[config.mk]
export PLATFORM = sky130hd
export DESIGN_NAME = match_state_ctl
export DESIGN_NICKNAME = d
export VERILOG_FILES = /design/src/rtl/game_pkg.sv /design/src/rtl/ms_timer.sv /design/src/rtl/match_state_ctl.sv
export SDC_FILE = /design/constraint.sdc
export NUM_CORES = 1
export LEC_CHECK = 0
export CORE_AREA = 2 2 90 92
export CTS_CLUSTER_DIAMETER = 30
export CTS_CLUSTER_SIZE = 24
export DETAILED_ROUTE_END_ITERATION = 16
export DIE_AREA = 0 0 92 94
export DONT_BUFFER_PORTS = 1
export SLEW_MARGIN = 20
export SYNTH_ARGS = -nofsm -noshare
export SYNTH_HDL_FRONTEND = slang
export SYNTH_SLANG_ARGS = --single-unit
[constraint.sdc]
create_clock -name clk -period 6.8 [get_ports clk]
set_input_delay 0.34 -clock clk [delete_from_list [all_inputs] [get_ports clk]]
set_output_delay 0.34 -clock clk [all_outputs]
set_load 0.01 [all_outputs]
[src/rtl/game_pkg.sv]
// Shared game definitions: screen/state encoding and the millisecond base
// used by every timer in the match controller.
package game_pkg;

  typedef enum logic [2:0] {
    ST_START     = 3'd0,
    ST_WAIT_PEER = 3'd1,
    ST_SHOOT     = 3'd2,
    ST_KEEP      = 3'd3,
    ST_WIN       = 3'd4,
    ST_LOSE      = 3'd5,
    ST_DRAW      = 3'd6
  } state_t;

  localparam int MS_PER_SEC = 1000;

endpackage

[src/rtl/ms_timer.sv]
// Millisecond timer: a CLK_HZ/1000 tick divider feeding a loadable ms
// down-counter. 'expired' pulses in the cycle the count reaches zero.
module ms_timer
  import game_pkg::*;
#(
  parameter int CLK_HZ = 65_000_000,
  parameter int MS_W   = 12
) (
  input  logic            clk,
  input  logic            rst,
  input  logic            start,
  input  logic [MS_W-1:0] load_ms,
  output logic            expired
);

  localparam int DIV   = CLK_HZ / MS_PER_SEC;
  localparam int DIV_W = $clog2(DIV + 1);

  logic [DIV_W-1:0] div_q;
  logic [MS_W-1:0]  ms_q;
  logic             tick;

  assign tick    = (div_q == DIV_W'(DIV - 1));
  assign expired = tick && (ms_q == MS_W'(1));

  // Loading with zero leaves the timer idle; it never expires from zero.
  always_ff @(posedge clk) begin
    if (rst) begin
      div_q <= '0;
      ms_q  <= '0;
    end else if (start) begin
      div_q <= '0;
      ms_q  <= load_ms;
    end else begin
      div_q <= tick ? '0 : div_q + DIV_W'(1);
      if (tick && (ms_q != '0)) begin
        ms_q <= ms_q - MS_W'(1);
      end
    end
  end

endmodule

[src/rtl/match_state_ctl.sv]
// Penalty shoot-out match controller: start/handshake, alternating turns with
// timeouts, scoring, early decision, sudden death and result screens.
module match_state_ctl
  import game_pkg::*;
#(
  parameter int ROUNDS          = 5,
  parameter int MAX_ROUNDS      = 10,
  parameter int SCORE_W         = 4,
  parameter int CLK_HZ          = 65_000_000,
  parameter int SHOT_TIMEOUT_MS = 3000,
  parameter int PEER_TIMEOUT_MS = 1000
) (
  input  logic               clk,
  input  logic               rst,
  input  logic               solo_enable,
  input  logic               left_clicked,
  input  logic               connect_ok,
  input  logic               shot_valid,
  input  logic               shot_goal,
  output logic [2:0]         game_state,
  output logic               shot_window,
  output logic [SCORE_W-1:0] score_player,
  output logic [SCORE_W-1:0] score_opp,
  output logic [SCORE_W-1:0] round_idx,
  output logic               match_done
);

  localparam int MAX_MS = (SHOT_TIMEOUT_MS > PEER_TIMEOUT_MS) ? SHOT_TIMEOUT_MS : PEER_TIMEOUT_MS;
  localparam int MS_W   = $clog2(MAX_MS + 1);
  localparam logic [SCORE_W-1:0] ROUNDS_L = SCORE_W'(ROUNDS);
  localparam logic [SCORE_W-1:0] MAX_L    = SCORE_W'(MAX_ROUNDS);

  state_t             state_q, state_d;
  logic [SCORE_W-1:0] scorePlayer_q, scorePlayer_d;
  logic [SCORE_W-1:0] scoreOpp_q, scoreOpp_d;
  logic [SCORE_W-1:0] round_q, round_d;
  logic               solo_q, solo_d;
  logic               clickPrev_q, clickPulse_q;
  logic               connPrev_q;
  logic               shotWindow_q, matchDone_q;

  logic               connFall;
  logic               timerStart, timerExpired;
  logic [MS_W-1:0]    timerLoad;
  logic [SCORE_W-1:0] oppNew, roundNew, diff;

  function automatic logic [SCORE_W-1:0] satInc(input logic [SCORE_W-1:0] v);
    return (&v) ? v : v + SCORE_W'(1);
  endfunction

  assign connFall = connPrev_q && !connect_ok;

  // Every state change reloads the timer; untimed states load zero (idle).
  assign timerStart = (state_d != state_q);
  always_comb begin
    timerLoad = '0;
    if (state_d == ST_WAIT_PEER) begin
      timerLoad = MS_W'(PEER_TIMEOUT_MS);
    end else if ((state_d == ST_SHOOT) || (state_d == ST_KEEP)) begin
      timerLoad = MS_W'(SHOT_TIMEOUT_MS);
    end
  end

  ms_timer #(
    .CLK_HZ (CLK_HZ),
    .MS_W   (MS_W)
  ) u_timer (
    .clk     (clk),
    .rst     (rst),
    .start   (timerStart),
    .load_ms (timerLoad),
    .expired (timerExpired)
  );

  always_comb begin
    state_d       = state_q;
    scorePlayer_d = scorePlayer_q;
    scoreOpp_d    = scoreOpp_q;
    round_d       = round_q;
    solo_d        = solo_q;
    oppNew        = (shot_valid && shot_goal) ? satInc(scoreOpp_q) : scoreOpp_q;
    roundNew      = round_q + SCORE_W'(1);
    diff          = (scorePlayer_q >= oppNew) ? scorePlayer_q - oppNew : oppNew - scorePlayer_q;

    case (state_q)
      ST_START: begin
        if (clickPulse_q) begin
          solo_d        = solo_enable;
          state_d       = solo_enable ? ST_SHOOT : ST_WAIT_PEER;
          scorePlayer_d = '0;
          scoreOpp_d    = '0;
          round_d       = '0;
        end
      end
      ST_WAIT_PEER: begin
        if (connect_ok) begin
          state_d = ST_SHOOT;
        end else if (timerExpired) begin
          state_d = ST_START;
        end
      end
      ST_SHOOT: begin
        if (!solo_q && connFall) begin
          state_d       = ST_START;
          scorePlayer_d = '0;
          scoreOpp_d    = '0;
          round_d       = '0;
        end else if (shot_valid) begin
          if (shot_goal) begin
            scorePlayer_d = satInc(scorePlayer_q);
          end
          state_d = ST_KEEP;
        end else if (timerExpired) begin
          state_d = ST_KEEP;
        end
      end
      ST_KEEP: begin
        if (!solo_q && connFall) begin
          state_d       = ST_START;
          scorePlayer_d = '0;
          scoreOpp_d    = '0;
          round_d       = '0;
        end else if (shot_valid || timerExpired) begin
          // The end condition is judged on the scores including this save/goal.
          scoreOpp_d = oppNew;
          round_d    = roundNew;
          if (((roundNew < ROUNDS_L) && (diff > (ROUNDS_L - roundNew))) ||
              ((roundNew >= ROUNDS_L) && (diff != '0))) begin
            state_d = (scorePlayer_q > oppNew) ? ST_WIN : ST_LOSE;
          end else if ((roundNew == MAX_L) && (diff == '0)) begin
            state_d = ST_DRAW;
          end else begin
            state_d = ST_SHOOT;
          end
        end
      end
      ST_WIN, ST_LOSE, ST_DRAW: begin
        if (clickPulse_q) begin
          state_d       = ST_START;
          scorePlayer_d = '0;
          scoreOpp_d    = '0;
          round_d       = '0;
        end
      end
      default: state_d = ST_START;
    endcase
  end

  always_ff @(posedge clk) begin
    if (rst) begin
      state_q       <= ST_START;
      scorePlayer_q <= '0;
      scoreOpp_q    <= '0;
      round_q       <= '0;
      solo_q        <= 1'b0;
      clickPrev_q   <= 1'b0;
      clickPulse_q  <= 1'b0;
      connPrev_q    <= 1'b0;
      shotWindow_q  <= 1'b0;
      matchDone_q   <= 1'b0;
    end else begin
      state_q       <= state_d;
      scorePlayer_q <= scorePlayer_d;
      scoreOpp_q    <= scoreOpp_d;
      round_q       <= round_d;
      solo_q        <= solo_d;
      clickPrev_q   <= left_clicked;
      clickPulse_q  <= left_clicked && !clickPrev_q;
      connPrev_q    <= connect_ok;
      shotWindow_q  <= (state_d == ST_SHOOT) || (state_d == ST_KEEP);
      matchDone_q   <= (state_d == ST_WIN) || (state_d == ST_LOSE) || (state_d == ST_DRAW);
    end
  end

  assign game_state   = state_q;
  assign shot_window  = shotWindow_q;
  assign score_player = scorePlayer_q;
  assign score_opp    = scoreOpp_q;
  assign round_idx    = round_q;
  assign match_done   = matchDone_q;

endmodule

==> metrics <==
Nets 418; cell taking the most area after synthesis dfxtp_1; Place WS 2.030 ns; Worst Path Arrival 5.04 ns; final-report setup violation count 0; final hold vios 0; status finished, final reports clean; area of the mapped netlist roughly 3200 µm²; Leakage ~1.3 nW; die width 92 µm; Placed Instances 483; overall power 0.6251 mW; Final Non-Filler Cells about 490; Post-Syn Area per Cell 8.239 µm²; Main synth FF type dfxtp_1; diodes inserted 0; CP Capture Point u_timer.div_q[2]; fill count approximately 800; ys async rst share 0%; internal power 0.4244 mW; Max Cap Viol 0; Mapped Cells 393; Cell Pwr Density around 180 nW/µm²; Clock Power Share 29.8%; Post-synth EDFFs 0; Area Overhead vs Synth 4.675%; R2R setup slack 2.01 ns; worst skew pair latency 0.31 ns; Core ar. between 7000 and 8000 µm²; fin. max-slew vios 0; Mapped Nets 423; Switch Pwr roughly 0.20 mW; Critical Path Fanout Max 16; max frequency 0.2088 GHz; Top Ports 24; Rows 32; Critical Path End Type flip-flop; Reg-to-Reg End u_timer.div_q[2]; layout cells sized above 1 under 10%; VDD IR max 0.0001049 V; CTS Buffer Depth 2; vias in the first global route around 2,500; DR vias approximately 2,700; period utilisation layout 70.43%; die area 8648 µm²; final setup TNS 0 ns; hold_buf cts 0; sequential share of the synthesized area 30.29%; Clock Pin Slew Worst Setup and Hold Paths around 0.10 ns; Slew headroom 55.22%; Final Skew 0.008267 ns; Starting Density 42.57%; CP Data Required Time 7.05 ns; R2R depth 17; CTS tree built; first-pass GRT wire length between 10,000 and 15,000 µm; CP startpoint kind flip-flop; min Tclk post-route about 4.8 ns; number of buffers created by CTS 5; Sw Share 32.11%; FF-to-FF Start score_opp[0]; DIE HEIGHT ~94 µm; Congestion Overflow GR 0; register area just under 1000 µm²; GP Congestion 0.8150; PortBufs 0; Yosys warnings 0; first-pass iteration count of the detailed router 4; final WL about 7200 µm; Clock Sinks 49; H-tree depth 2; post-synth top area share 30.29%; Seq pwr share 50.2%; largest cells by area after synthesis dfxtp_1, ha_1, nor2_1, xnor2_1, nand2_1; DRT antenna net count 0; cell with the most instances after synthesis nor2_1; synth unique cells 61; DRC 0; initial antenna violation count 0; Tot GR Track Use 17.32%; post-synthesis register bit count 49; largest net degree at the start of global routing 31; Comb power frac 19.9%; mean routed wirelength per cell approximately 15 µm; Post-CTS Resized 0; RSZ-0062 raised after global routing no; setup repair bufs after CTS 0; CP startpoint score_opp[0]; final setup margin 2.011 ns; Hold Path Class in -> reg; synth cell count leaders nor2_1, dfxtp_1, nand2_1; WS Path Type reg -> reg; multi-input logic area 2107 µm²; DPL Wire Length about 5300 µm; Detailed Route Iter0 Violations 134; clk root buf clkbuf_8; Via density around 5.5; Worst-Margin Slew about 0.67 ns
-- state kept, by name, indices dropped and copies added, names as in the netlist --
name	flops
score_opp	4
solo_q	1
round_idx	4
u_timer.div_q	16
shot_window	1
score_player	4
clickPulse_q	1
u_timer.ms_q	12
clickPrev_q	1
connPrev_q	1
game_state	3
match_done	1
-- per-stage QoR --
stage / util [%] / hold WS [ns] / area (µm²)
after floorplan: - / 0.3674 / 3238
after global placement: 43.22 / 0.3727 / 3288
after detailed placement: 43.22 / 0.3798 / 3288
after CTS: 44.47 / 0.08015 / 3383
after global routing: 44.56 / 0.06938 / 3390
final: 44.56 / 0.08494 / 3390
-- layout by cell type, fill, tap and decap left out, types with 13 or more instances in the layout --
| cell | synthesis | routed |
|---|---|---|
| dfxtp_1 | 49 | 49 |
| xnor2_1 | 14 | 14 |
| xor2_1 | 13 | 13 |
| nand3_1 | 13 | 13 |
| inv_1 | 21 | 21 |
| o21ai_0 | 15 | 15 |
| a21oi_1 | 19 | 19 |
| nor3_1 | 17 | 17 |
| nor2_1 | 58 | 58 |
| nand2_1 | 31 | 31 |
| ha_1 | 21 | 21 |
-- worst min path at each step --
stage                      endpoint        start  cells past startpoint  slack, ns
CTS                 u_timer.ms_q[6]          rst                      1       0.08
floorplan              clickPulse_q  clickPrev_q                      1       0.37
detailed placement     clickPulse_q  clickPrev_q                      1       0.38
global route        u_timer.ms_q[6]          rst                      1       0.07
global placement       clickPulse_q  clickPrev_q                      1       0.37
finish                       solo_q          rst                      1       0.08
-- per-layer routing --
layer / global-route usage (%) / vias up / part of all wire (%)
met1: 23.76 / 1256 / 49
met4: 5.100 / 0 / 1.1
li1: - / 1395 / -
met5: 0 / - / 0
met3: 3.291 / 9 / 3.9
met2: 27.76 / 40 / 45
-- layout make-up --
class                   instances  share of cell area (%)
inverters                      21                   2.326
flip-flops and latches         49                   28.94
well taps                     102                   3.765
multi-input cells             311                   62.16
clock buffers                   5                   2.030
clock inverters                 3                  0.7752
-- logic make-up (layout without fill, tap and decap cells) --
group	Yosys count	in the layout	synth area share, %
multiplexers	10	10	3.207
AND/OR/NAND/NOR	167	167	25.93
XOR/XNOR	27	27	7.303
flip-flops	49	49	30.29
buffers and inverters	33	29	4.830
AO/OA/AOI/OAI	84	84	19.09
adder cells (fa/ha/maj)	23	23	9.351
-- critical path: stages (launching register included) --
cell	delay (ns)
dfxtp_1	0.49
ha_1	0.26
a31o_2	0.23
mux2i_1	0.43
inv_1	0.15
fa_1	0.46
nand3b_1	0.19
nand2_1	0.10
mux2_2	0.37
a21o_1	0.19
ha_1	0.32
and4_1	0.20
a21oi_1	0.16
nand2_1	0.11
o22ai_1	0.21
o31a_1	0.41
nand4b_4	0.30
nor2_1	0.17
-- power groups by stage --
stage                     sequential (mW)  combinational [mW]  clock [mW]
after detailed placement            0.321               0.122           0
after CTS                           0.314               0.123       0.194
after global routing                0.316               0.142       0.201
after global placement              0.320               0.121           0
final                               0.314               0.125       0.186
after floorplan                     0.315               0.108           0
Note: power is estimated with default switching activity, not from simulation.
